## config.mk

```make
export PLATFORM = sky130hd
export DESIGN_NAME = ft245_cmd_parser
export DESIGN_NICKNAME = d
export VERILOG_FILES = /design/src/rtl/ft245_cmd_parser.sv
export SDC_FILE = /design/constraint.sdc
export NUM_CORES = 1
export LEC_CHECK = 0
export ABC_AREA = 1
export CORE_AREA = 2 2 97 99
export CTS_BUF_LIST = sky130_fd_sc_hd__clkbuf_8
export DETAILED_ROUTE_END_ITERATION = 8
export DIE_AREA = 0 0 99 101
export PLACE_DENSITY = 0.85
export SLEW_MARGIN = 40
export SYNTH_ARGS = -nofsm -noshare
export SYNTH_HDL_FRONTEND = slang
export SYNTH_SLANG_ARGS = --single-unit
```

## constraint.sdc

```tcl
create_clock -name Clock -period 1.7 [get_ports Clock]
set_input_delay 0.34 -clock Clock [delete_from_list [all_inputs] [get_ports Clock]]
set_output_delay 0.34 -clock Clock [all_outputs]
set_load 0.1 [all_outputs]
```

## src/rtl/ft245_cmd_parser.sv

```systemverilog
// Receive-side frame parser for the FT245 byte stream: finds SYNC,CMD,LEN,payload,CHK
// frames, streams the payload out and reports per-frame status and a bad-frame count.
module ft245_cmd_parser #(
  parameter logic [7:0] SYNC_BYTE = 8'hA5,
  parameter int         MAX_LEN   = 64,
  parameter int         TIMEOUT   = 1000000,
  parameter int         CNT_W     = 16
) (
  input  logic             Clock,
  input  logic             Reset,
  input  logic [7:0]       RxData,
  input  logic             RxValid,
  output logic             Busy,
  output logic [7:0]       Cmd,
  output logic [7:0]       Len,
  output logic [7:0]       PayData,
  output logic             PayValid,
  output logic [7:0]       PayIndex,
  output logic             FrameDone,
  output logic             FrameOK,
  output logic [1:0]       ErrCode,
  output logic [CNT_W-1:0] ErrCount
);

  typedef enum logic [2:0] {HUNT, CMD, LEN, PAYLOAD, CHECK} state_t;

  localparam int         TW        = $clog2(TIMEOUT + 1);
  localparam logic [7:0] MAX_LEN_B = 8'(MAX_LEN);

  state_t          state;
  logic [7:0]      chk;
  logic [7:0]      idx;
  logic [TW-1:0]   tcnt;
  logic [CNT_W-1:0] err_count_inc;

  assign Busy          = (state != HUNT);
  assign err_count_inc = (&ErrCount) ? ErrCount : ErrCount + 1'b1;

  // NOTE: all state here is sequential, so every assignment is non-blocking; the
  // reset branch clears every register, including the error counter.
  always_ff @(posedge Clock) begin
    if (Reset) begin
      state     <= HUNT;
      chk       <= '0;
      idx       <= '0;
      tcnt      <= '0;
      Cmd       <= '0;
      Len       <= '0;
      PayData   <= '0;
      PayValid  <= 1'b0;
      PayIndex  <= '0;
      FrameDone <= 1'b0;
      FrameOK   <= 1'b0;
      ErrCode   <= '0;
      ErrCount  <= '0;
    end else begin
      PayValid  <= 1'b0;
      FrameDone <= 1'b0;

      if (state == HUNT) begin
        tcnt <= '0;
        if (RxValid && RxData == SYNC_BYTE) state <= CMD;
      end else if (!RxValid) begin
        // A byte arriving on the expiry cycle wins over the timeout.
        if (tcnt == TW'(TIMEOUT - 1)) begin
          tcnt      <= '0;
          state     <= HUNT;
          FrameDone <= 1'b1;
          FrameOK   <= 1'b0;
          ErrCode   <= 2'd3;
          ErrCount  <= err_count_inc;
        end else begin
          tcnt <= tcnt + 1'b1;
        end
      end else begin
        tcnt <= '0;
        case (state)
          CMD: begin
            Cmd   <= RxData;
            chk   <= RxData;
            state <= LEN;
          end
          LEN: begin
            Len <= RxData;
            chk <= chk ^ RxData;
            idx <= '0;
            if (RxData > MAX_LEN_B) begin
              state     <= HUNT;
              FrameDone <= 1'b1;
              FrameOK   <= 1'b0;
              ErrCode   <= 2'd2;
              ErrCount  <= err_count_inc;
            end else if (RxData == 8'd0) begin
              state <= CHECK;
            end else begin
              state <= PAYLOAD;
            end
          end
          PAYLOAD: begin
            PayData  <= RxData;
            PayValid <= 1'b1;
            PayIndex <= idx;
            chk      <= chk ^ RxData;
            idx      <= idx + 8'd1;
            if (idx + 8'd1 == Len) state <= CHECK;
          end
          CHECK: begin
            state     <= HUNT;
            FrameDone <= 1'b1;
            FrameOK   <= (RxData == chk);
            if (RxData == chk) begin
              ErrCode <= 2'd0;
            end else begin
              ErrCode  <= 2'd1;
              ErrCount <= err_count_inc;
            end
          end
          default: state <= HUNT;
        endcase
      end
    end
  end

endmodule

```

# After elaboration in Yosys (flattened, before gate mapping)
# Index checks and enable logic that the tools add are counted.
word_totals:
  reg_bits: 92
  inputBits: 11
  output_inout_bits: 54
  word_cells: 84
classes:
  n_addsub: 3
  magnitude_cmp: 1
  n_eq_ne: 13
  mux: 30
  bitwise_logic: 3
  reduce_logical: 21
ops:
  columns: ["op", "n"]
  rows:
  - ["$mux W16", 5]
  - ["$pmux W16 S2", 1]
  - ["$pmux W8 S2", 2]
  - ["$mux W3", 7]
  - ["$add A20 B1 Y20 const B", 1]
  - ["$eq A20 B20 Y1 const B", 1]
  - ["$reduce_and A3 Y1", 6]
  - ["$add A16 B1 Y16 const B", 1]
  - ["$eq A8 B8 Y1", 2]
  - ["$reduce_and A16 Y1", 1]
  - ["$pmux W3 S3", 1]
  - ["$add A8 B1 Y8 const B", 1]
  - ["$eq A8 B8 Y1 const B", 1]
  - ["$gt A8 B7 Y1 const B", 1]
  - ["$logic_not A8 Y1", 1]
  - ["$mux W1", 8]
  - ["$xor A8 B8 Y8", 1]
  - ["$eq A3 B2 Y1 const B", 2]
  - ["$mux W2", 3]
  - ["$ne A3 B3 Y1 const B", 2]
  - ["$reduce_bool A2 Y1", 3]
  - ["$reduce_bool A3 Y1", 2]
  - ["$reduce_and A5 Y1", 1]
  - ["$ne A4 B4 Y1 const B", 1]
  - ["other kinds (13)", 16]

# Longest topological paths before layout
logic_depth:
  depth_word: 6
  depth_mapped: 14
  ltp_nobuf: 14

# Worst setup path after synthesis
# OpenSTA, ideal clock, no wires.
synth_path:
  path_kind: "reg2reg"
  startpoint: "register ErrCount[0]"
  endpoint: "register ErrCount[4]"
  setup_ns: 0.067
  arrival_ns: 2.268
  required_time_ns: 1.633
  path_slack_ns: -0.636
  stages_incl_launch_ff: 11
  n_path_buf: 1
  synth_period_minus_slack_ns: 2.336
  cell_sequence: "dfxtp_1 ha_1 nand3_4 nor2_4 nand3_2 nand2_2 inv_2 nand2_4 buf_6 nand2_1 a21oi_2"
synth_via:
  elab_chain_cells: 5
  elab_cells_between_ends: 8
  cone_classes: "1 x add/sub; 6 x mux; 1 x reduce/logical"
synth_lines:
  columns: ["item", "line_no", "text"]
  rows:
  - ["start, declared", "22", "output logic [CNT_W-1:0] ErrCount"]
  - ["start signal, assigned", "71", "ErrCount <= err_count_inc;"]
  - ["start signal, assigned", "92", "ErrCount <= err_count_inc;"]
  - ["start signal, assigned", "115", "ErrCount <= err_count_inc;"]
  - ["$add A16 B1 Y16 or $reduce_and A16 Y1 (tied branches)", "37", "assign err_count_inc = (&ErrCount) ? ErrCount : ErrCount + 1'b1;"]
  - ["$mux W16 *", "37", null]
  - ["$mux W16 (on tied branches)", "111, 87", null]
  - ["$pmux W16 S2", "77", "case (state)"]
  - ["$mux W16 *", "63", "end else if (!RxValid) begin"]
# Every way passes the cells marked *; elsewhere a longest branch is shown, timed or not. The select of a mux whose other input is x is not followed.
# A chain may end at the register's enable or synchronous reset.

# Worst setup path in the final report
layout_path:
  startpoint: "register tcnt[10]"
  endpoint: "register state[0]"
layout_via:
  elab_chain_cells: 3
layout_lines:
  columns: ["item", "line_no", "text"]
  rows:
  - ["start, declared", "33", "logic [TW-1:0] tcnt;"]
  - ["start signal, assigned", "73", "tcnt <= tcnt + 1'b1;"]
  - ["$eq A20 B20 Y1", "65", "if (tcnt == TW'(TIMEOUT - 1)) begin"]
  - ["$reduce_bool A3 Y1 (no line)", null, null]
  - ["$reduce_and A3 Y1 (no line)", null, null]
  - ["end signal, assigned", "62", "if (RxValid && RxData == SYNC_BYTE) state <= CMD;"]
  - ["end signal, assigned", "67", "state <= HUNT;"]
  - ["end signal, assigned", "81", "state <= LEN;"]
  - ["end, declared", "30", "state_t state;"]
# No other way between the ends.

==> flow_summary.toml <==
[hold_path]
hold_class = "in -> reg"

[setup_path]
cp.arrival_ps = 2030
required_ps = 1940
setup.worst_path.end_class = "flip-flop"
crit_path_max_fanout = 4
cp-start-kind = "flip-flop"
crit_type = "reg -> reg"

[placed_design]
hpwlAfterDp_mm = 9.16
dpl.cell_count = 820
dp_slack_ps = -440
gp_congestion = 0.912
io_buffers = 64

[sta]
period_share_pct = 105
max_freq_mhz = 559
slew_headroom_pct = 78.7
finalHoldViolations = 0
whs_ps = 393
worstMarginPinSlew_ps = 317
layout_min_cycle_time_ps = 1790
fin_worst_skew_ps = 9.03
slew_viol_final = 0
rsz0062_at_grt = "yes"
setup_viol = 7
postLayoutSetupSlackWorst_ps = -89.9

[route]
drt_pass1_iterations = 7
routed_wl_mm = 15.8
drcViolationCount = 0
vias = 5159
drtIter0Drc = 641
antenna_left = 0
avgViaCountPerCell = 6.03
wl_per_cell_um = 18.4

[global_route]
met3_usage_pct = 5.62
grt_pass1_vias = 4812
overflow = 0
met2_usage_pct = 48.2
grt_pass1_wl_mm = 21.9
busiest_layer = "met2"
grt_max_degree = 28
grt_util_all_layers_pct = 26.7
antenna_found_initial = 0
met1_usage_pct = 29.7

[floorplan]
start_util_pct = 48.8
die_y_um = 101
die_w_um = 99
core_mm2 = 0.00898
rows = 35
io_pins = 65
dieArea_mm2 = 0.0100

[cells_and_area]
nets = 753
layout.cells.non_filler = 855
areaGrowthSynthToFinish_pct = 55.5
n_antenna_cell = 0
postLayoutCoreUtil_pct = 76.0
drive_above_1_share_pct = 36.8

[synth]
yosys_register_bits = 92
synth_cell_types = 36
ys_warn_count = 0
synth_area_per_cell_um2 = 7.21
ys_seq_area_share_pct = 42.0
postSynthCellCount = 608
syn_area_mm2 = 0.00438
syn-num-nets = 622

[clock_network]
worstSkewPairLatency_ps = 360
path_clk_slew_ps = 90
cts_tree = "done"
cts_root_buf = "clkbuf_8"
clkSinkCount = 92
cts_buffers = 9
clockBufferDepth = 2
cts_max_level = 3

[power_and_ir_drop]
powerDensity_mw_per_mm2 = 1110
p_leak_nw = 2.63
vdd_drop_max_uv = 1500

[status]
failed_checks = "setup timing"
outcome = "finished, violations left"

[flow_run]
cap_viol_max_count = 0
## path summary, 6_finish.rpt
kind	start	to	slack, ps	depth (start not counted)
setup / recovery	tcnt[10]	state[0]	-90	11
hold / removal	RxData[6]	Cmd[6]	390	3
setup reg to reg	tcnt[10]	state[0]	-90	11
hold reg to reg	tcnt[17]	tcnt[17]	480	2
## critical path: stages (launching register included)
cell and delay, ps:
dfxtp_2 350, nor2_1 100, nand3_1 100, nor2_2 180, nand3_4 110, nand2_4 90, buf_6 110, nand2_1 70
nand2_1 170, nand2_1 190, nand2_1 130, a21oi_1 70
## layer usage
layer / share of wire, % / vias up
met5: 0 / -
met4: 5.9 / 0
met3: 8.7 / 135
met2: 51 / 381
met1: 35 / 2377
li1: - / 2266
## area by class of cell
| type | count | area, µm² |
|---|---|---|
| multi-input combinational | 440 | 2570 |
| fill | 495 | 2160 |
| sequential | 92 | 1920 |
| timing repair buffer | 131 | 1730 |
| inverter | 63 | 241 |
| clock buffer | 11 | 151 |
| tap | 111 | 139 |
| clock inverter | 5 | 57.6 |
| timing repair inverter | 2 | 12.5 |
## per-stage QoR
step | total power, mW | instance area (µm²) | setup TNS, ps
after floorplan | 4.47 | 4440 | 0
after global placement | 5.49 | 6090 | -11010
after detailed placement | 5.55 | 6090 | -12910
after CTS | 7.20 | 6450 | 0
after global routing | 7.84 | 6820 | -1880
final | 7.59 | 6820 | -332
## synth_stat cells (all sizes together)
| library cell | number | area [µm²] |
|---|---|---|
| a211oi | 1 | 7.51 |
| a21oi | 65 | 329 |
| a221oi | 1 | 8.76 |
| a32o | 1 | 10.0 |
| buf | 7 | 60.1 |
| clkbuf | 9 | 33.8 |
| clkinv | 1 | 3.75 |
| dfxtp | 92 | 1840 |
| ha | 3 | 37.5 |
| inv | 62 | 233 |
| nand2 | 128 | 495 |
| nand3 | 51 | 283 |
| nand3b | 3 | 22.5 |
| nand4 | 6 | 37.5 |
| nor2 | 78 | 350 |
| nor3 | 9 | 50.1 |
| nor4 | 3 | 18.8 |
| o21a | 1 | 7.51 |
| o21ai | 52 | 260 |
| o21bai | 2 | 15.0 |
| o31ai | 2 | 15.0 |
| o32ai | 3 | 26.3 |
| or2 | 3 | 18.8 |
| xnor2 | 11 | 96.3 |
| xor2 | 14 | 123 |
## power breakdown
| part | leakage [nW] | switching (mW) | internal [mW] |
|---|---|---|---|
| clock | 0.106 | 0.812 | 0.765 |
| combinational | 1.76 | 2.23 | 1.14 |
| sequential | 0.766 | 0.275 | 2.36 |
## registers in the layout, summed over array words and instances (netlist names), 3 cells and up
signal / cells
Cmd: 8
chk: 8
idx: 8
tcnt: 20
PayIndex: 8
Len: 8
PayData: 8
ErrCount: 16
state: 3
## repair_timing
action	CTS	global route
hold buffers	0	0
resized for setup	34	78
gates cloned	3	2
pin swaps	12	39
setup buffers	4	11
setup endpoints to repair	32	43
## cell families after synthesis
group,Yosys count,share of synthesized area [%]
flops,92,42.0
fa+ha+maj,3,0.856
compound gates,128,15.5
xor+xnor,25,4.99
buf+inv,79,7.53
simple gates,281,29.1
## cells in the final DEF, fill, tap and decap left out, types with 17 or more instances in the layout
| cell | Yosys | final |
|---|---|---|
| inv_1 | 52 | 51 |
| buf_12 | 0 | 56 |
| nand2_1 | 124 | 110 |
| buf_4 | 0 | 62 |
| dfxtp_2 | 0 | 33 |
| dfxtp_1 | 92 | 50 |
| o21ai_0 | 48 | 48 |
| a21oi_1 | 64 | 60 |
| nor2_1 | 67 | 54 |
| nor2_4 | 6 | 17 |
| nand3_1 | 47 | 37 |
Note: power is estimated with default switching activity, not from simulation.
